<file path="config.mk">
export PLATFORM = sky130hd
export DESIGN_NAME = bist_result_unloader
export DESIGN_NICKNAME = d
export VERILOG_FILES = /design/src/rtl/bist_pkg.sv /design/src/rtl/sat_counter.sv /design/src/rtl/bist_result_unloader.sv
export SDC_FILE = /design/constraint.sdc
export NUM_CORES = 1
export LEC_CHECK = 0
export CELL_PAD_IN_SITES_DETAIL_PLACEMENT = 1
export CELL_PAD_IN_SITES_GLOBAL_PLACEMENT = 2
export CORE_MARGIN = 4
export CORE_UTILIZATION = 33
export CTS_CLUSTER_SIZE = 14
export DETAILED_ROUTE_END_ITERATION = 8
export DONT_BUFFER_PORTS = 1
export PLACE_DENSITY = 0.88
export SLEW_MARGIN = 15
export SYNTH_ARGS = -nofsm -noshare
export SYNTH_HDL_FRONTEND = slang
export SYNTH_SLANG_ARGS = --single-unit
</file>
<file path="constraint.sdc">
create_clock -name clk -period 2.2 [get_ports clk]
set_input_delay 0.44 -clock clk [delete_from_list [all_inputs] [get_ports clk]]
set_output_delay 0.44 -clock clk [all_outputs]
set_load 0.05 [all_outputs]
</file>
<file path="src/rtl/bist_pkg.sv">
// Shared STRAIT BIST definitions: unloader state encoding and default datapath geometry.
package bist_pkg;

    localparam int unsigned BIST_ADDR_W = 4;
    localparam int unsigned BIST_DEPTH  = 16;
    localparam int unsigned BIST_DATA_W = 32;

    typedef enum logic [2:0] {
        IDLE,
        ISSUE,
        CAPTURE,
        EMIT,
        DONE
    } unload_state_t;

endpackage

</file>
<file path="src/rtl/sat_counter.sv">
// Saturating up-counter with synchronous clear; holds at all-ones.
module sat_counter #(
    parameter int unsigned CNT_W = 8
) (
    input  logic             clk,
    input  logic             rst,
    input  logic             clr,
    input  logic             inc,
    output logic [CNT_W-1:0] count
);

    always_ff @(posedge clk) begin
        if (!rst) begin
            count <= '0;
        end else if (clr) begin
            count <= '0;
        end else if (inc && (count != '1)) begin
            count <= count + 1'b1;
        end
    end

endmodule

</file>
<file path="src/rtl/bist_result_unloader.sv">
// Post-test readback: reads each accumulator RAM word, compares it to the golden ROM
// word and streams one result record per address over a valid/ready handshake.
module bist_result_unloader
    import bist_pkg::*;
#(
    parameter int unsigned ADDR_W = BIST_ADDR_W,
    parameter int unsigned DEPTH  = BIST_DEPTH,
    parameter int unsigned DATA_W = BIST_DATA_W,
    parameter int unsigned CNT_W  = 8
) (
    input  logic              clk,
    input  logic              rst,
    input  logic              start,
    input  logic              abort,
    output logic              ram_rd_en,
    output logic [ADDR_W-1:0] ram_rd_addr,
    input  logic [DATA_W-1:0] ram_rd_data,
    output logic [ADDR_W-1:0] rom_addr,
    input  logic [DATA_W-1:0] rom_exp_data,
    output logic              out_valid,
    input  logic              out_ready,
    output logic [ADDR_W-1:0] out_addr,
    output logic [DATA_W-1:0] out_actual,
    output logic              out_fail,
    output logic [CNT_W-1:0]  fail_count,
    output logic              busy,
    output logic              done
);

    unload_state_t     state, state_nxt;
    logic [ADDR_W-1:0] ptr;
    logic              last;
    logic              launch;
    logic              handshake;

    assign last      = (ptr == ADDR_W'(DEPTH - 1));
    assign launch    = ((state == IDLE) || (state == DONE)) && start && !abort;
    assign handshake = (state == EMIT) && out_ready && !abort;

    always_comb begin
        state_nxt = state;
        unique case (state)
            IDLE, DONE: if (start) state_nxt = ISSUE;
            ISSUE:      state_nxt = CAPTURE;
            CAPTURE:    state_nxt = EMIT;
            EMIT:       if (out_ready) state_nxt = last ? DONE : ISSUE;
            default:    state_nxt = IDLE;
        endcase
        // abort overrides every transition, including a start in IDLE/DONE
        if (abort) state_nxt = IDLE;
    end

    always_ff @(posedge clk) begin
        if (!rst) begin
            state      <= IDLE;
            ptr        <= '0;
            out_addr   <= '0;
            out_actual <= '0;
            out_fail   <= 1'b0;
        end else begin
            state <= state_nxt;
            if (launch) begin
                ptr <= '0;
            end else if (handshake && !last) begin
                ptr <= ptr + 1'b1;
            end
            if (state == CAPTURE) begin
                out_addr   <= ptr;
                out_actual <= ram_rd_data;
                out_fail   <= (ram_rd_data != rom_exp_data);
            end
        end
    end

    sat_counter #(
        .CNT_W(CNT_W)
    ) u_fail_cnt (
        .clk  (clk),
        .rst  (rst),
        .clr  (launch),
        .inc  (handshake && out_fail),
        .count(fail_count)
    );

    assign ram_rd_en   = (state == ISSUE);
    assign ram_rd_addr = ptr;
    assign rom_addr    = ptr;
    assign out_valid   = (state == EMIT);
    assign busy        = (state == ISSUE) || (state == CAPTURE) || (state == EMIT);
    assign done        = (state == DONE);

endmodule

</file>
Word-level counts from Yosys, hierarchy flattened
Cells that the tools add are included.
{ "totals": {"register_bits": 52, "out_inout_bits": 57, "word_cells": 39, "inputBits": 69} }
{ "op_classes": {"muxes": 4, "eq_ne": 9, "n_reduce_logical": 17, "n_addsub": 2, "n_bitwise": 1} }
{ "op_table": {"columns": ["operator", "count"], "rows": [
  ["32-bit inequality test", 1],
  ["3-bit one-hot mux with 4 select lines", 1],
  ["3-bit two-way mux", 3],
  ["8-bit by 1-bit adder with 8-bit output (second input constant)", 1],
  ["8-bit inequality test (second input constant)", 1],
  ["1-bit logical AND", 7],
  ["3-bit by 2-bit equality test with 1-bit output (second input constant)", 2],
  ["2-bit OR reduction", 3],
  ["4-bit by 1-bit adder with 4-bit output (second input constant)", 1],
  ["4-bit equality test (second input constant)", 1],
  ["3-bit by 1-bit equality test with 1-bit output (second input constant)", 1],
  ["3-bit equality test (second input constant)", 1],
  ["3-bit zero test", 1],
  ["1-bit logical OR", 3],
  ["1-bit zero test", 2],
  ["2-bit by 1-bit inequality test with 1-bit output (second input constant)", 1],
  ["2-bit inequality test (second input constant)", 1],
  ["2-bit AND reduction", 1],
  ["1-bit inverter", 1]
]} }

Logic depth before layout (Yosys ltp)
{ "depth": {"word_depth": 5, "depth_mapped": 7, "depth_no_buf": 6} }

Hierarchy
A second synthesis with hierarchy kept.
{ "hier_totals": {"hier_cells": 302, "hier_area_um2": 2539.9} }
{ "by_module_without_submodules": {"columns": ["mod", "area_per_inst_um2", "instances", "seq_area_each_um2", "cells_each"], "rows": [
  ["bist_result_unloader", 2118.3, 1, 880.8, 256],
  ["sat_counter", 421.7, 1, 160.2, 46]
]} }

Worst setup path after synthesis
No wires, ideal clock.
{ "synth_path": {"path_type": "register -> output", "startpoint": "reg state[0]", "endpoint": "out ram_rd_en", "stages_incl_launch_ff": 4, "path_slack_ns": 0.201, "n_path_buf": 1, "t_arrival_ns": 1.559, "required_ns": 1.760, "path_cell_list": "dfxtp_1 buf_6 inv_1 nor3_1"} }
{ "synth_via": {"elab_chain_len": 1} }
{ "synth_rtl": {"columns": ["element", "line", "rtl"], "rows": [
  ["from (decl)", "bist_result_unloader.sv:30", "unload_state_t state, state_nxt;"],
  ["from (signal assigned)", "bist_result_unloader.sv:61", "state <= state_nxt;"],
  ["3-bit by 1-bit equality test with 1-bit output", "bist_result_unloader.sv:85", "assign ram_rd_en = (state == ISSUE);"],
  ["to (decl)", "bist_result_unloader.sv:15", "output logic ram_rd_en,"]
]} }
Every way passes these cells.

Worst setup path after layout
{ "layout_path": {"startpoint": "reg state[1]", "endpoint": "out out_valid"} }
{ "layout_via": {"elab_chain_len": 1} }
{ "layout_rtl": {"columns": ["element", "line", "rtl"], "rows": [
  ["3-bit by 2-bit equality test with 1-bit output", "bist_result_unloader.sv:88", "assign out_valid = (state == EMIT);"],
  ["to (decl)", "bist_result_unloader.sv:20", "output logic out_valid,"]
]} }
Every way passes these cells.

==> results.ini <==
[clock_tree]
cts_setup_buffers=0
holdBufCountCts=0
cts.sinks=52
post_cts_resized=0
clockBufferDepth=2
clk-insertion-delay-late_ns=0.31
cts_made_buffers=5
clock-root-buffer=clkbuf_8
path_clk_slew_ns=0.10
htreeDepth=2
cts_tree=yes

[status]
status=completed

[cells_and_area]
fin_util_pct=38.3
fin_nets=376
diodes=0
syn_to_final_growth_pct=12.1
fill_cells=885
layout.cells.non_filler=405
finalInstanceArea_sq_um=2800
drive_gt1_share_pct=11.4

[sta]
maxSlewHeadroom_pct=61.3
fin_ws_ns=0.356
post-route-period-util_pct=83.8
worst_pin_slew_ns=0.580
max_freq_ghz=0.542
fin_crit_ns=1.84
setup_viol=0
rsz0062_at_grt=no
slew_violations=0
fin_skew_ns=0.0133
holdWs_ns=0.263
fin_setup_tns_ns=0
finalHoldViolCount=0

[die]
dieArea_sq_um=9020
start_util_pct=34.2
core-area_sq_um=7290
num_io_pins=126
fp.dieH_microns=95.0
rows=31
dieWidth_microns=95.0

[routing]
drc=0
drt_iter0_drc=60
drtPass1Iterations=4
routed_via_density=5.07
vias=2052
routed_wl_mm=6.89
wire_per_inst_microns=17.0
route.antenna.remaining_nets=0

[placement]
placed_cell_area_sq_um=2690
dpl.hpwl_mm=5.37
placed_cells=397
place.gp.congestion=0.770
dp_slack_ns=0.394
portBuffers=0

[grt]
grt_pass1_wl_mm=11.1
overflow=0
first_global_vias=2203
grtUsageTotal_pct=15.9
grt_max_degree=40
antenna_found_initial=0

[worst_setup_path]
r2r-end=u_fail_cnt.count[3]
cp_num_cells=2
crit_start=state[1]
crit_chain=and3b_1 > buf_4
slowest_delay_ns=0.54
crit_end=out_valid
cp_data_required_time_ns=1.76
r2r_start=state[1]
critPathBufInv=1
worst_setup_path_start_kind=flop
reg2reg_depth=5
end_kind=output pin
crit_type=reg2out
crit_slowest_cell=dfxtp_1
critical_path.max_fanout=10
r2r_slack_ns=0.37
cp_data_arrival_time_ns=1.40
cp_top_family=flip-flops

[synth]
async_flop_share_pct=0
synth-edff-count=0
ys_warn_count=0
syn-cell-area_sq_um=2490
yosysMostFrequentCell=nand2_1
synth_top_cell_by_area=dfxtp_1
ys_seq_elements=52
synth.avg_cell_area_sq_um=8.37
synth_top_area_share_pct=41.7
ys.flop_type=dfxtp_1
ys_top_cells_by_area=dfxtp_1 (42%), nand2_1 (11%), a21boi_0 (11%)
synth_common_cells=nand2_1 (75), dfxtp_1 (52), a21boi_0 (36)
seq_area_frac_synth_pct=41.7
syn_nets=369
syn-instance-count=298
synth_cell_type_count=31

[flow_run]
max_cap_violations=0

[power]
peakVddDrop_mv=0.232
leakagePower_nw=0.931
power_density_nw_per_um2=638
power_mw=1.78

[min_path]
hp-start=ram_rd_data[30]
hp-class=in2reg

power breakdown:
part	internal [mW]	switching, mW
Combinational	0.0618	0.0655
Sequential	0.952	0.0454
Clock	0.337	0.322
Total	1.35	0.433
how the worst min path moves through the flow:
stage                     endpoint  cells past startpoint  slack, ns
3_3_place_gp        ram_rd_addr[3]                      2       0.53
4_1_cts             out_actual[30]                      2       0.26
3_5_place_dp   u_fail_cnt.count[5]                      2       0.54
5_1_grt              out_actual[0]                      1       0.26
2_1_floorplan             state[0]                      3       0.58
6_report            out_actual[30]                      2       0.26
cell usage in the layout (no fill, tap or decap), drive strengths merged:
| cell type | instances |
|---|---|
| mux2i | 2 |
| a211oi | 1 |
| buf | 19 |
| clkinv | 1 |
| o21ai | 8 |
| nor2b | 1 |
| ha | 2 |
| dfxtp | 52 |
| nand2 | 75 |
| inv | 4 |
| a31oi | 1 |
| and3 | 1 |
| bufinv | 1 |
| nand2b | 1 |
| a21oi | 8 |
| nor4 | 5 |
| xor2 | 19 |
| or3 | 6 |
| o41ai | 1 |
| nand4 | 7 |
| a21boi | 36 |
| a32oi | 1 |
| nor3 | 5 |
| or3b | 1 |
| clkinvlp | 1 |
| nand3 | 12 |
| xnor2 | 16 |
| clkbuf | 5 |
| o21bai | 1 |
| and3b | 1 |
| nor2 | 12 |
cells by family after synthesis:
kind of cell / share of synthesized area, %
simple gates: 23.2
compound gates: 16.0
flops: 41.7
xor+xnor: 12.3
buf+inv: 4.96
mux: 0.802
fa+ha+maj: 1.00
layer usage:
metal	up-vias	global-route usage, %	wire [microns]
met2	57	29.4	3620
met3	7	4.78	474
li1	1007	-	-
met4	0	3.97	66
met5	-	0	0
met1	981	17.7	2730
area by class of cell:
class	count	area [sq um]	share of cell area [%]
Sequential cell	52	1040	37.2
Timing Repair Buffer	19	155	5.55
Clock buffer	5	68.8	2.46
Inverter	4	15.0	0.537
Multi-Input combinational cell	223	1350	48.3
Tap cell	99	124	4.43
Clock inverter	3	42.5	1.52
state kept, by name, indices dropped and copies added (netlist names):
name and cells:
u_fail_cnt.count 8, ram_rd_addr 4, out_fail 1, out_addr 4, out_actual 32, state 3
Power figures use the tool's default switching activity.
